`src/rtl/puertos_host_if.sv`:
```
// rtl/puertos_host_if.sv - CPU I/O port bundle between the host block and the processor board
interface puertos_host_if;
   logic [7:0] d0_e;
   logic [7:0] d1_e;
   logic [7:0] d2_e;
   logic [7:0] d3_e;
   logic [7:0] d0_s;
   logic [7:0] d1_s;
   logic [7:0] d2_s;
   logic [7:0] d3_s;

   modport master (
      output d0_e, d1_e, d2_e, d3_e,
      input  d0_s, d1_s, d2_s, d3_s
   );

   modport slave (
      input  d0_e, d1_e, d2_e, d3_e,
      output d0_s, d1_s, d2_s, d3_s
   );
endinterface

```
`src/rtl/puertos_host.sv`:
```
// rtl/puertos_host.sv - host peer of the CPU I/O ports: TX/RX FIFOs over two toggle-handshake byte channels
// Optional sticky ack timeout is built in when PUERTOS_HOST_ACK_TIMEOUT_EN is defined.
module puertos_host #(
   parameter int DEPTH   = 8,
   parameter int TIMEOUT = 255
) (
   input  logic           clk,
   input  logic           reset,
   input  logic           tx_wr,
   input  logic [7:0]     tx_data,
   output logic           tx_full,
   input  logic           rx_rd,
   output logic [7:0]     rx_data,
   output logic           rx_empty,
   output logic           busy,
   output logic           timeout_err,
   puertos_host_if.master cpu
);
   localparam int AW = $clog2(DEPTH);
   localparam logic [AW:0]   CNT_FULL = DEPTH[AW:0];
   localparam logic [AW:0]   CNT_ONE  = (AW+1)'(1);
   localparam logic [AW-1:0] PTR_ONE  = AW'(1);

   typedef enum logic [1:0] {TX_IDLE, TX_LOAD, TX_WAIT_ACK} tx_state_t;

   logic [7:0]    tx_mem [DEPTH];
   logic [AW-1:0] tx_wr_ptr, tx_rd_ptr;
   logic [AW:0]   tx_count;
   logic          tx_empty, tx_push, tx_pop;
   tx_state_t     tx_state;
   logic [7:0]    d0_q;
   logic          tx_flag;

   logic [7:0]    rx_mem [DEPTH];
   logic [AW-1:0] rx_wr_ptr, rx_rd_ptr;
   logic [AW:0]   rx_count, rx_count_next;
   logic          rx_full, rx_push, rx_pop;
   logic          rx_ack, rx_full_q;

   // TX FIFO: the FSM is the only consumer, popping in IDLE.
   assign tx_full  = (tx_count == CNT_FULL);
   assign tx_empty = (tx_count == '0);
   assign tx_push  = tx_wr && !tx_full;
   assign tx_pop   = (tx_state == TX_IDLE) && !tx_empty;
   assign busy     = (tx_state != TX_IDLE) || !tx_empty;

   always_ff @(posedge clk) begin
      if (tx_push)
         tx_mem[tx_wr_ptr] <= tx_data;
   end

   always_ff @(posedge clk or negedge reset) begin
      if (!reset) begin
         tx_wr_ptr <= '0;
         tx_rd_ptr <= '0;
         tx_count  <= '0;
      end else begin
         if (tx_push)
            tx_wr_ptr <= tx_wr_ptr + PTR_ONE;
         if (tx_pop)
            tx_rd_ptr <= tx_rd_ptr + PTR_ONE;
         if (tx_push && !tx_pop)
            tx_count <= tx_count + CNT_ONE;
         else if (!tx_push && tx_pop)
            tx_count <= tx_count - CNT_ONE;
      end
   end

   // Data goes out in IDLE, the flag flips in LOAD, so d0_e leads the flag edge by a cycle.
   always_ff @(posedge clk or negedge reset) begin
      if (!reset) begin
         tx_state <= TX_IDLE;
         d0_q     <= '0;
         tx_flag  <= 1'b0;
      end else begin
         case (tx_state)
            TX_IDLE: begin
               if (!tx_empty) begin
                  d0_q     <= tx_mem[tx_rd_ptr];
                  tx_state <= TX_LOAD;
               end
            end
            TX_LOAD: begin
               tx_flag  <= ~tx_flag;
               tx_state <= TX_WAIT_ACK;
            end
            TX_WAIT_ACK: begin
               if (cpu.d1_s[0] == tx_flag)
                  tx_state <= TX_IDLE;
            end
            default: tx_state <= TX_IDLE;
         endcase
      end
   end

`ifdef PUERTOS_HOST_ACK_TIMEOUT_EN
   localparam logic [7:0] TO_MAX  = 8'(TIMEOUT);
   localparam logic [7:0] TO_LAST = 8'(TIMEOUT - 1);

   logic [7:0] to_cnt;
   logic       to_err;

   // Counter restarts while in LOAD, i.e. on every entry to WAIT_ACK; the error fires as it reaches TIMEOUT.
   always_ff @(posedge clk or negedge reset) begin
      if (!reset) begin
         to_cnt <= '0;
         to_err <= 1'b0;
      end else if (tx_state == TX_LOAD) begin
         to_cnt <= '0;
      end else if (tx_state == TX_WAIT_ACK && to_cnt != TO_MAX) begin
         to_cnt <= to_cnt + 8'd1;
         if (to_cnt == TO_LAST)
            to_err <= 1'b1;
      end
   end

   assign timeout_err = to_err;
`else
   assign timeout_err = 1'b0;
`endif

   // RX: capture and ack on the same edge, but only while there is room.
   assign rx_full  = (rx_count == CNT_FULL);
   assign rx_empty = (rx_count == '0);
   assign rx_push  = (cpu.d3_s[0] != rx_ack) && !rx_full;
   assign rx_pop   = rx_rd && !rx_empty;
   assign rx_data  = rx_empty ? 8'h00 : rx_mem[rx_rd_ptr];

   always_comb begin
      rx_count_next = rx_count;
      if (rx_push && !rx_pop)
         rx_count_next = rx_count + CNT_ONE;
      else if (!rx_push && rx_pop)
         rx_count_next = rx_count - CNT_ONE;
   end

   always_ff @(posedge clk) begin
      if (rx_push)
         rx_mem[rx_wr_ptr] <= cpu.d2_s;
   end

   always_ff @(posedge clk or negedge reset) begin
      if (!reset) begin
         rx_wr_ptr <= '0;
         rx_rd_ptr <= '0;
         rx_count  <= '0;
         rx_ack    <= 1'b0;
         rx_full_q <= 1'b0;
      end else begin
         rx_count  <= rx_count_next;
         rx_full_q <= (rx_count_next == CNT_FULL);
         if (rx_push) begin
            rx_wr_ptr <= rx_wr_ptr + PTR_ONE;
            rx_ack    <= cpu.d3_s[0];
         end
         if (rx_pop)
            rx_rd_ptr <= rx_rd_ptr + PTR_ONE;
      end
   end

   assign cpu.d0_e = d0_q;
   assign cpu.d1_e = {7'b0, tx_flag};
   assign cpu.d2_e = {7'b0, rx_full_q};
   assign cpu.d3_e = {7'b0, rx_ack};

   logic unused_port_bits;
   assign unused_port_bits = ^{cpu.d0_s, cpu.d1_s[7:1], cpu.d3_s[7:1]};
endmodule
```
`src/flat_wrapper.sv`:
```
// flat-port wrapper written by rule: the top's interface ports become plain ports
module puertos_host_flat 
#(
   parameter int DEPTH   = 8,
   parameter int TIMEOUT = 255
)
  (clk, reset, tx_wr, tx_data, tx_full, rx_rd, rx_data, rx_empty, busy, timeout_err, cpu_d0_e, cpu_d1_e, cpu_d2_e, cpu_d3_e, cpu_d0_s, cpu_d1_s, cpu_d2_s, cpu_d3_s);
  puertos_host_if cpu_i ();
  input  logic clk;
  input  logic reset;
  input  logic tx_wr;
  input  logic [7:0] tx_data;
  output logic tx_full;
  input  logic rx_rd;
  output logic [7:0] rx_data;
  output logic rx_empty;
  output logic busy;
  output logic timeout_err;
  output wire logic [$bits(cpu_i.d0_e)-1:0] cpu_d0_e;
  output wire logic [$bits(cpu_i.d1_e)-1:0] cpu_d1_e;
  output wire logic [$bits(cpu_i.d2_e)-1:0] cpu_d2_e;
  output wire logic [$bits(cpu_i.d3_e)-1:0] cpu_d3_e;
  input wire logic [$bits(cpu_i.d0_s)-1:0] cpu_d0_s;
  input wire logic [$bits(cpu_i.d1_s)-1:0] cpu_d1_s;
  input wire logic [$bits(cpu_i.d2_s)-1:0] cpu_d2_s;
  input wire logic [$bits(cpu_i.d3_s)-1:0] cpu_d3_s;
  assign cpu_d0_e = cpu_i.d0_e;
  assign cpu_d1_e = cpu_i.d1_e;
  assign cpu_d2_e = cpu_i.d2_e;
  assign cpu_d3_e = cpu_i.d3_e;
  assign cpu_i.d0_s = cpu_d0_s;
  assign cpu_i.d1_s = cpu_d1_s;
  assign cpu_i.d2_s = cpu_d2_s;
  assign cpu_i.d3_s = cpu_d3_s;
  puertos_host #(.DEPTH(DEPTH), .TIMEOUT(TIMEOUT)) u_core (.clk(clk), .reset(reset), .tx_wr(tx_wr), .tx_data(tx_data), .tx_full(tx_full), .rx_rd(rx_rd), .rx_data(rx_data), .rx_empty(rx_empty), .busy(busy), .timeout_err(timeout_err), .cpu(cpu_i));
endmodule
```
`config.mk`:
```
export PLATFORM = sky130hd
export DESIGN_NAME = puertos_host_flat
export DESIGN_NICKNAME = d
export VERILOG_FILES = /design/src/rtl/puertos_host_if.sv /design/src/rtl/puertos_host.sv /design/src/flat_wrapper.sv
export SDC_FILE = /design/constraint.sdc
export NUM_CORES = 1
export LEC_CHECK = 0
export BUFFER_PORTS_ARGS = -buffer_cell sky130_fd_sc_hd__buf_2
export CAP_MARGIN = 0
export CORE_AREA = 4 4 117 119
export CTS_BUF_LIST = sky130_fd_sc_hd__clkbuf_8
export DETAILED_ROUTE_END_ITERATION = 16
export DIE_AREA = 0 0 121 123
export GPL_TIMING_DRIVEN = 0
export PLACE_DENSITY = 0.77
export SYNTH_ARGS = -nofsm -noshare
export SYNTH_HDL_FRONTEND = slang
export SYNTH_SLANG_ARGS = --single-unit
```
`constraint.sdc`:
```
create_clock -name clk -period 2.8 [get_ports clk]
set_input_delay 0.56 -clock clk [delete_from_list [all_inputs] [get_ports clk]]
set_output_delay 0.56 -clock clk [all_outputs]
set_load 0.02 [all_outputs]
```
==> results_dict.tcl, run 1 <==
set metrics [dict create \
    yosysSeqAreaShare_pct 69.2 \
    ctsHtreeMaxLevel 4 \
    placement.cell_area_sq_mm 0.00732 \
    layout_min_cycle_time_ns 2.66 \
    antenna_found_initial 1 \
    met1_capacity_usage_during_global_routing_pct 20.9 \
    synthArstFlopShare_pct 20.5 \
    holdBufCountCts 0 \
    floorplan.rows 41 \
    net_count_of_the_finished_layout 538 \
    dieArea_sq_mm 0.0149 \
    power_per_cell_area_mw_per_mm2 1060 \
    post-place-cells 638 \
    drive_above_1_share_pct 32.4 \
    drtIter0Drc 247 \
    num_io_pins 88 \
    critical_path_buf_inv_count 3 \
    synth_top_area_share_pct 57.0 \
    avgSynthCellArea_sq_um 17.0 \
    critical_path.max_stage_delay_ns 0.49 \
    gr-usage-met2_pct 31.0 \
    detailed_place_hpwl_um 8260 \
    groute.layer.met3.usage_pct 5.22 \
    layout.filler_cells 903 \
    post-cts-setup-buffers 0 \
    avgViaCountPerCell 5.28 \
    total_power_uw 8240 \
    wl_um 12200 \
    static_power_due_to_leakage_uw 0.00291 \
    gr-usage-all-layers_pct 17.6 \
    top_usage_layer "met2" \
    clock_insertion_delay_worst_skew_ns 0.44 \
    critPathMaxFanout 10 \
    setup_viol 0 \
    synthCells 398 \
    maximum_number_of_pins_on_one_net_before_global_route_repair 34 \
    synthesis.area_sq_mm 0.00675 \
    detailroute.via_count 3536 \
    flow.area_growth_from_synthesis_pct 15.5 \
    port_buffers 43 \
    final_cell_area_sq_mm 0.00780 \
    fin_crit_sh_pct 94.8 \
    endpoint_kind "primary output" \
    critical_path.startpoint_type "flip-flop" \
    final_common_cell "sky130_fd_sc_hd__edfxtp_1" \
    ys_top_cells_by_area "sky130_fd_sc_hd__edfxtp_1 (57%), sky130_fd_sc_hd__dfrtp_1 (12%), sky130_fd_sc_hd__mux4_2 (11%)" \
    mostFrequentLayoutCells "sky130_fd_sc_hd__edfxtp_1 (128), sky130_fd_sc_hd__buf_2 (46), sky130_fd_sc_hd__dfrtp_1 (33), sky130_fd_sc_hd__mux4_2 (32), sky130_fd_sc_hd__nand2_1 (31)" \
    clk_pin_slew_worst_paths_ns 0.08 \
    cts_num_sinks 161 \
    report.final.slew_viol_count 0 \
    flip_flop_and_latch_count_after_synthesis 161 \
    instances_no_fill 670 \
    holdWs_ns 0.180 \
    detail_route.wl_per_cell_um 18.2 \
    yosys_warnings 0 \
    crit_required_ns 2.24 \
    final_wtd_congestion 0.847 \
    route.antenna.remaining_nets 0 \
    cell_with_the_biggest_individual_delay_on_the_critical_path "sky130_fd_sc_hd__mux4_2" \
    critical_path_cell_by_cell "buf_8, buf_12, mux4_2, mux2i_1, nor2_1, buf_2" \
    fmaxAchievable_ghz 0.377 \
    netlist.top_cell.by_area "sky130_fd_sc_hd__edfxtp_1" \
    detail_route.first_pass.iterations 4 \
    totalNegativeSetupSlack_ns 0 \
    remaining_drc_errors 0 \
    cts_max_path_buffers 2 \
    cp_top_family "multiplexers" \
    clockRootBuffer "sky130_fd_sc_hd__clkbuf_8" \
    grt.overflow.total 0 \
    fp.dieW_um 121 \
    critical_path_arrival_ns 2.10 \
    via_count_of_the_first_global_routing_pass 3610 \
    netlist-cell-type-count 43 \
    worst_pin_slew_ns 0.908 \
    most_used_flip_flop_cell_after_synthesis "sky130_fd_sc_hd__edfxtp_1" \
    skew_ns 0.00732 \
    critPathKind "reg2out" \
    report.final.hold_viol_count 0 \
    initial_utilization_pct 53.7 \
    area_of_combinational_cells_with_multiple_inputs_sq_mm 0.00195 \
    peakVddDrop_v 0.000569 \
    cts_tree "done" \
    result_of_the_run "complete, no violations" \
    max_cap_violations 0 \
    die_height_um 123 \
    synth-edff-count 128 \
    grt_first_pass_wirelength_um 19300 \
    timing.hold.worst.class "in2async" \
    core_region_area_sq_mm 0.0126 \
    slew_headroom_pct 39.2 \
    ff_latch_area_sq_mm 0.00467 \
    cts_made_buffers 17 \
]
==> power by group <==
part / leakage [uW] / switching (uW) / internal, uW
Clock: 0.000226 / 796 / 952
Sequential: 0.00156 / 294 / 3130
Combinational: 0.00113 / 1690 / 1370
==> through the flow <==
step                util [%]  worst slack [ns]
finish                  62.0             0.145
global route            62.0          -0.00416
CTS                     61.6            -0.244
detailed placement      58.2            -0.434
global placement        57.8            -0.655
floorplan                  -             0.158
==> state kept, by name (all words and copies together) (netlist names) <==
signal and cells:
u_core.rx_rd_ptr 3, u_core.tx_rd_ptr 3, u_core.rx_full_q 1, u_core.tx_count 4
u_core.rx_mem 64, u_core.tx_state 2, u_core.tx_flag 1, u_core.cpu.d0_e 8
u_core.tx_wr_ptr 3, u_core.rx_wr_ptr 3, u_core.tx_mem 64, u_core.rx_count 4
u_core.rx_ack 1
==> per-layer routing <==
layer  vias to the layer above  wire length [um]
met5                         -                 0
met4                         0               150
met3                        12               565
met2                        99              6750
met1                      1781              4710
li1                       1644                 -
==> cells in the mapped netlist (4+ instances only) <==
master	count
sky130_fd_sc_hd__nand2_1	31
sky130_fd_sc_hd__buf_1	5
sky130_fd_sc_hd__ha_1	9
sky130_fd_sc_hd__nand3_1	4
sky130_fd_sc_hd__o21ai_0	15
sky130_fd_sc_hd__mux2_2	5
sky130_fd_sc_hd__xnor2_1	13
sky130_fd_sc_hd__buf_4	25
sky130_fd_sc_hd__clkbuf_1	7
sky130_fd_sc_hd__nor2_1	20
sky130_fd_sc_hd__mux2i_1	16
sky130_fd_sc_hd__dfrtp_1	33
sky130_fd_sc_hd__buf_2	4
sky130_fd_sc_hd__edfxtp_1	128
sky130_fd_sc_hd__nor3_1	6
sky130_fd_sc_hd__mux4_2	32
sky130_fd_sc_hd__nand2b_1	7
==> path summary, 6_finish.rpt <==
path                                            startpoint                             end  slack [ns]  cells after the start
setup / recovery           u_core.rx_rd_ptr[0]$_DFFE_PN0P_                      rx_data[3]        0.14                      6
hold / removal                                       reset      u_core.rx_full_q$_DFF_PN0_        0.18                      1
setup reg to reg              u_core.rx_count[0]$_DFF_PN0_   u_core.rx_mem[7][6]$_DFFE_PP_        0.18                      6
hold reg to reg             u_core.cpu.d0_e[0]$_DFFE_PN0P_  u_core.cpu.d0_e[0]$_DFFE_PN0P_        0.48                      2
max in group asynchronous                            reset  u_core.cpu.d0_e[0]$_DFFE_PN0P_        2.13                      1
min in group clk                               cpu_d2_s[4]   u_core.rx_mem[5][4]$_DFFE_PP_        0.38                      1
==> cell families after synthesis <==
family          Yosys count  synth area share [%]
compound gates           26                  2.45
xor+xnor                 17                  2.32
fa+ha+maj                10                  1.97
buf+inv                  46                  4.02
flops                   161                  69.2
mux                      53                  13.9
other cells               1                0.0556
simple gates             84                  6.12
==> what timing repair did <==
item	in CTS	in global routing
gates resized for setup	9	11
endpoints found under the hold margin	0	0
cloned	0	0
setup endpoints to repair	36	28
==> layout make-up <==
cell class,count,share of cell area (%)
sequential,161,59.9
multi-input combinational,212,25.0
buffer,40,3.58
timing repair buffer,47,3.15
clock buffer,17,3.00
tap,172,2.76
clock inverter,15,2.29
inverter,5,0.305
antenna,1,0.0321
No activity file was read; power rests on OpenSTA's default activity.
==> inputs of run 2 (changes only) <==
==> constraint.sdc (replaced) <==
create_clock -name clk -period 2.8 [get_ports clk]
set_input_delay 0 -clock clk [delete_from_list [all_inputs] [get_ports clk]]
set_output_delay 0 -clock clk [all_outputs]
set_load 0.02 [all_outputs]
==> run 2 against run 1 <==
Effect of this change: wire length rose by 2.2%; highest routed layer unchanged; setup slack got worse by 0.012 ns; hold slack got worse by 0.091 ns.
==> results_dict.tcl, run 2 (synthesis gave the netlist of run 1 again) <==
set metrics [dict create \
    clockRootBuffer "sky130_fd_sc_hd__clkbuf_8" \
    static_power_due_to_leakage_uw 0.00298 \
    core_region_area_sq_mm 0.0126 \
    detail_route.first_pass.iterations 4 \
    dieArea_sq_mm 0.0149 \
    endpoint_kind "flip-flop" \
    max_cap_violations 0 \
    cell_with_the_biggest_individual_delay_on_the_critical_path "sky130_fd_sc_hd__nor3_2" \
    net_count_of_the_finished_layout 557 \
    drtIter0Drc 283 \
    peakVddDrop_v 0.000571 \
    wl_met1_um 4790 \
    cp_num_cells 6 \
    cts_num_sinks 161 \
    worstReg2RegStart "u_core.rx_count[0]$_DFF_PN0_" \
    grt.overflow.total 0 \
    holdWs_ns 0.0889 \
    final_wtd_congestion 0.847 \
    post-place-cells 638 \
    fp.dieW_um 121 \
    rsz_0062_raised_after_global_routing "true" \
    drive_above_1_share_pct 30.6 \
    power_per_cell_area_mw_per_mm2 1030 \
    finalWorstSetupSlack_ns 0.132 \
    detailroute.via_count 3657 \
    grt_first_pass_wirelength_um 19800 \
    worst-r2r-cell-count 6 \
    worst_pin_slew_ns 0.945 \
    flow.area_growth_from_synthesis_pct 17.9 \
    critPathMaxFanout 8 \
    critical_path.startpoint_type "flip-flop" \
    clk_pin_slew_worst_paths_ns 0.08 \
    crit_required_ns 2.87 \
    clock_insertion_delay_worst_skew_ns 0.44 \
    antenna_cells_inserted 0 \
    fin_crit_sh_pct 95.3 \
    timing.hold.worst.class "in2reg" \
    antenna_found_initial 0 \
    remaining_drc_errors 0 \
    layout.core_utilization_pct 63.3 \
    setup_viol 0 \
    worst_hold_startpoint "rx_rd" \
    maximum_number_of_pins_on_one_net_before_global_route_repair 34 \
    placement.cell_area_sq_mm 0.00732 \
    critical_path.max_stage_delay_ns 0.66 \
    detailed_place_hpwl_um 8260 \
    mostFrequentLayoutCells "sky130_fd_sc_hd__edfxtp_1 (128), sky130_fd_sc_hd__buf_2 (47), sky130_fd_sc_hd__dfrtp_1 (33), sky130_fd_sc_hd__mux4_2 (32), sky130_fd_sc_hd__nand2_1 (31)" \
    wl_um 12400 \
    cts_max_path_buffers 2 \
    report.final.hold_viol_count 0 \
    gr-usage-all-layers_pct 18.0 \
    report.final.slew_viol_count 0 \
    critical_path_arrival_ns 2.74 \
    instances_no_fill 688 \
    fmaxAchievable_ghz 0.375 \
    cp_top_family "simple AND/OR/NAND/NOR gates" \
    layout_min_cycle_time_ns 2.67 \
    post-cts-setup-buffers 0 \
    slew_headroom_pct 36.8 \
    via_count_of_the_first_global_routing_pass 3727 \
    port_buffers 43 \
    initial_utilization_pct 53.7 \
    num_io_pins 88 \
    topRoutingLayerUsed "met4" \
    result_of_the_run "complete, no violations" \
    final_cell_area_sq_mm 0.00796 \
    cts_tree "done" \
    critPathKind "reg2reg" \
    skew_ns 0.00646 \
    avgViaCountPerCell 5.32 \
    floorplan.rows 41 \
    route.antenna.remaining_nets 0 \
    holdPathStages 4 \
    critical_path_buf_inv_count 1 \
    timing.reg2reg.setup_slack_ns 0.13 \
    final_common_cell "sky130_fd_sc_hd__edfxtp_1" \
    critical_path.startpoint "u_core.rx_count[0]$_DFF_PN0_" \
    cts_made_buffers 17 \
    ctsHtreeMaxLevel 4 \
    routed_wire_length_on_met2_um 6880 \
    dp_worst_setup_slack_ns -0.434 \
    routed-wl-met3_um 605 \
    die_height_um 123 \
    critical_path_cell_by_cell "inv_1, ha_1, nor2b_1, a21oi_2, nand2_1, nor3_2" \
    detail_route.wl_per_cell_um 18.1 \
]
run 2: cell count changes in the layout (fill, tap and decap cells not counted), sizes merged:
cell,change
dlygate4sd3,+19
clkinv,+1
diode,-1
inv,-1
run 2: worst min-delay path: stages:
cell and delay [ns]:
sky130_fd_sc_hd__buf_2 0.12, sky130_fd_sc_hd__o211ai_1 0.11, sky130_fd_sc_hd__a21oi_1 0.15, sky130_fd_sc_hd__or3_4 0.13
run 2: through the flow:
step           power [uW]  TNS [ns]
6_report             8220         0
5_1_grt              8720    -0.101
4_1_cts              8260     -5.06
3_5_place_dp         6490     -5.19
3_3_place_gp         6320    -12.10
2_1_floorplan        5630         0
run 2: per-layer routing:
layer,global-route usage [%],vias up
met4,6.37,0
met1,21.2,1843
met5,0,-
met3,4.53,14
met2,32.3,119
li1,-,1681
run 2: worst paths after layout:
check | endpoint
worst max-delay path | u_core.rx_mem[1][6]$_DFFE_PP_
worst min-delay path | u_core.rx_count[1]$_DFF_PN0_
worst max register to register | u_core.rx_mem[1][6]$_DFFE_PP_
worst min register to register | u_core.cpu.d0_e[0]$_DFFE_PN0P_
max in group asynchronous | u_core.cpu.d0_e[0]$_DFFE_PN0P_
min in group asynchronous | u_core.rx_count[1]$_DFF_PN0_
run 2: where the power goes:
group	leakage (uW)	internal [uW]	switching, uW
Sequential	0.00156	3130	287
Clock	0.000226	952	803
Combinational	0.00119	1340	1700
run 2: final cells by class:
class                           instances  area (sq um)
Multi-Input combinational cell        212          1960
Buffer                                 40           249
Clock buffer                           17           234
Inverter                                5          21.3
Sequential cell                       161          4670
Timing Repair Buffer                   66           435
Clock inverter                         15           179
Fill cell                             895          4610
Tap cell                              172           215
run 2: what timing repair did:
item                                   4_1_cts  5_1_grt
gates resized for setup                      2        6
endpoints found under the hold margin      163        0
pin swaps                                    0        0
setup endpoints to repair                   27       24
hold buffers                                19        0
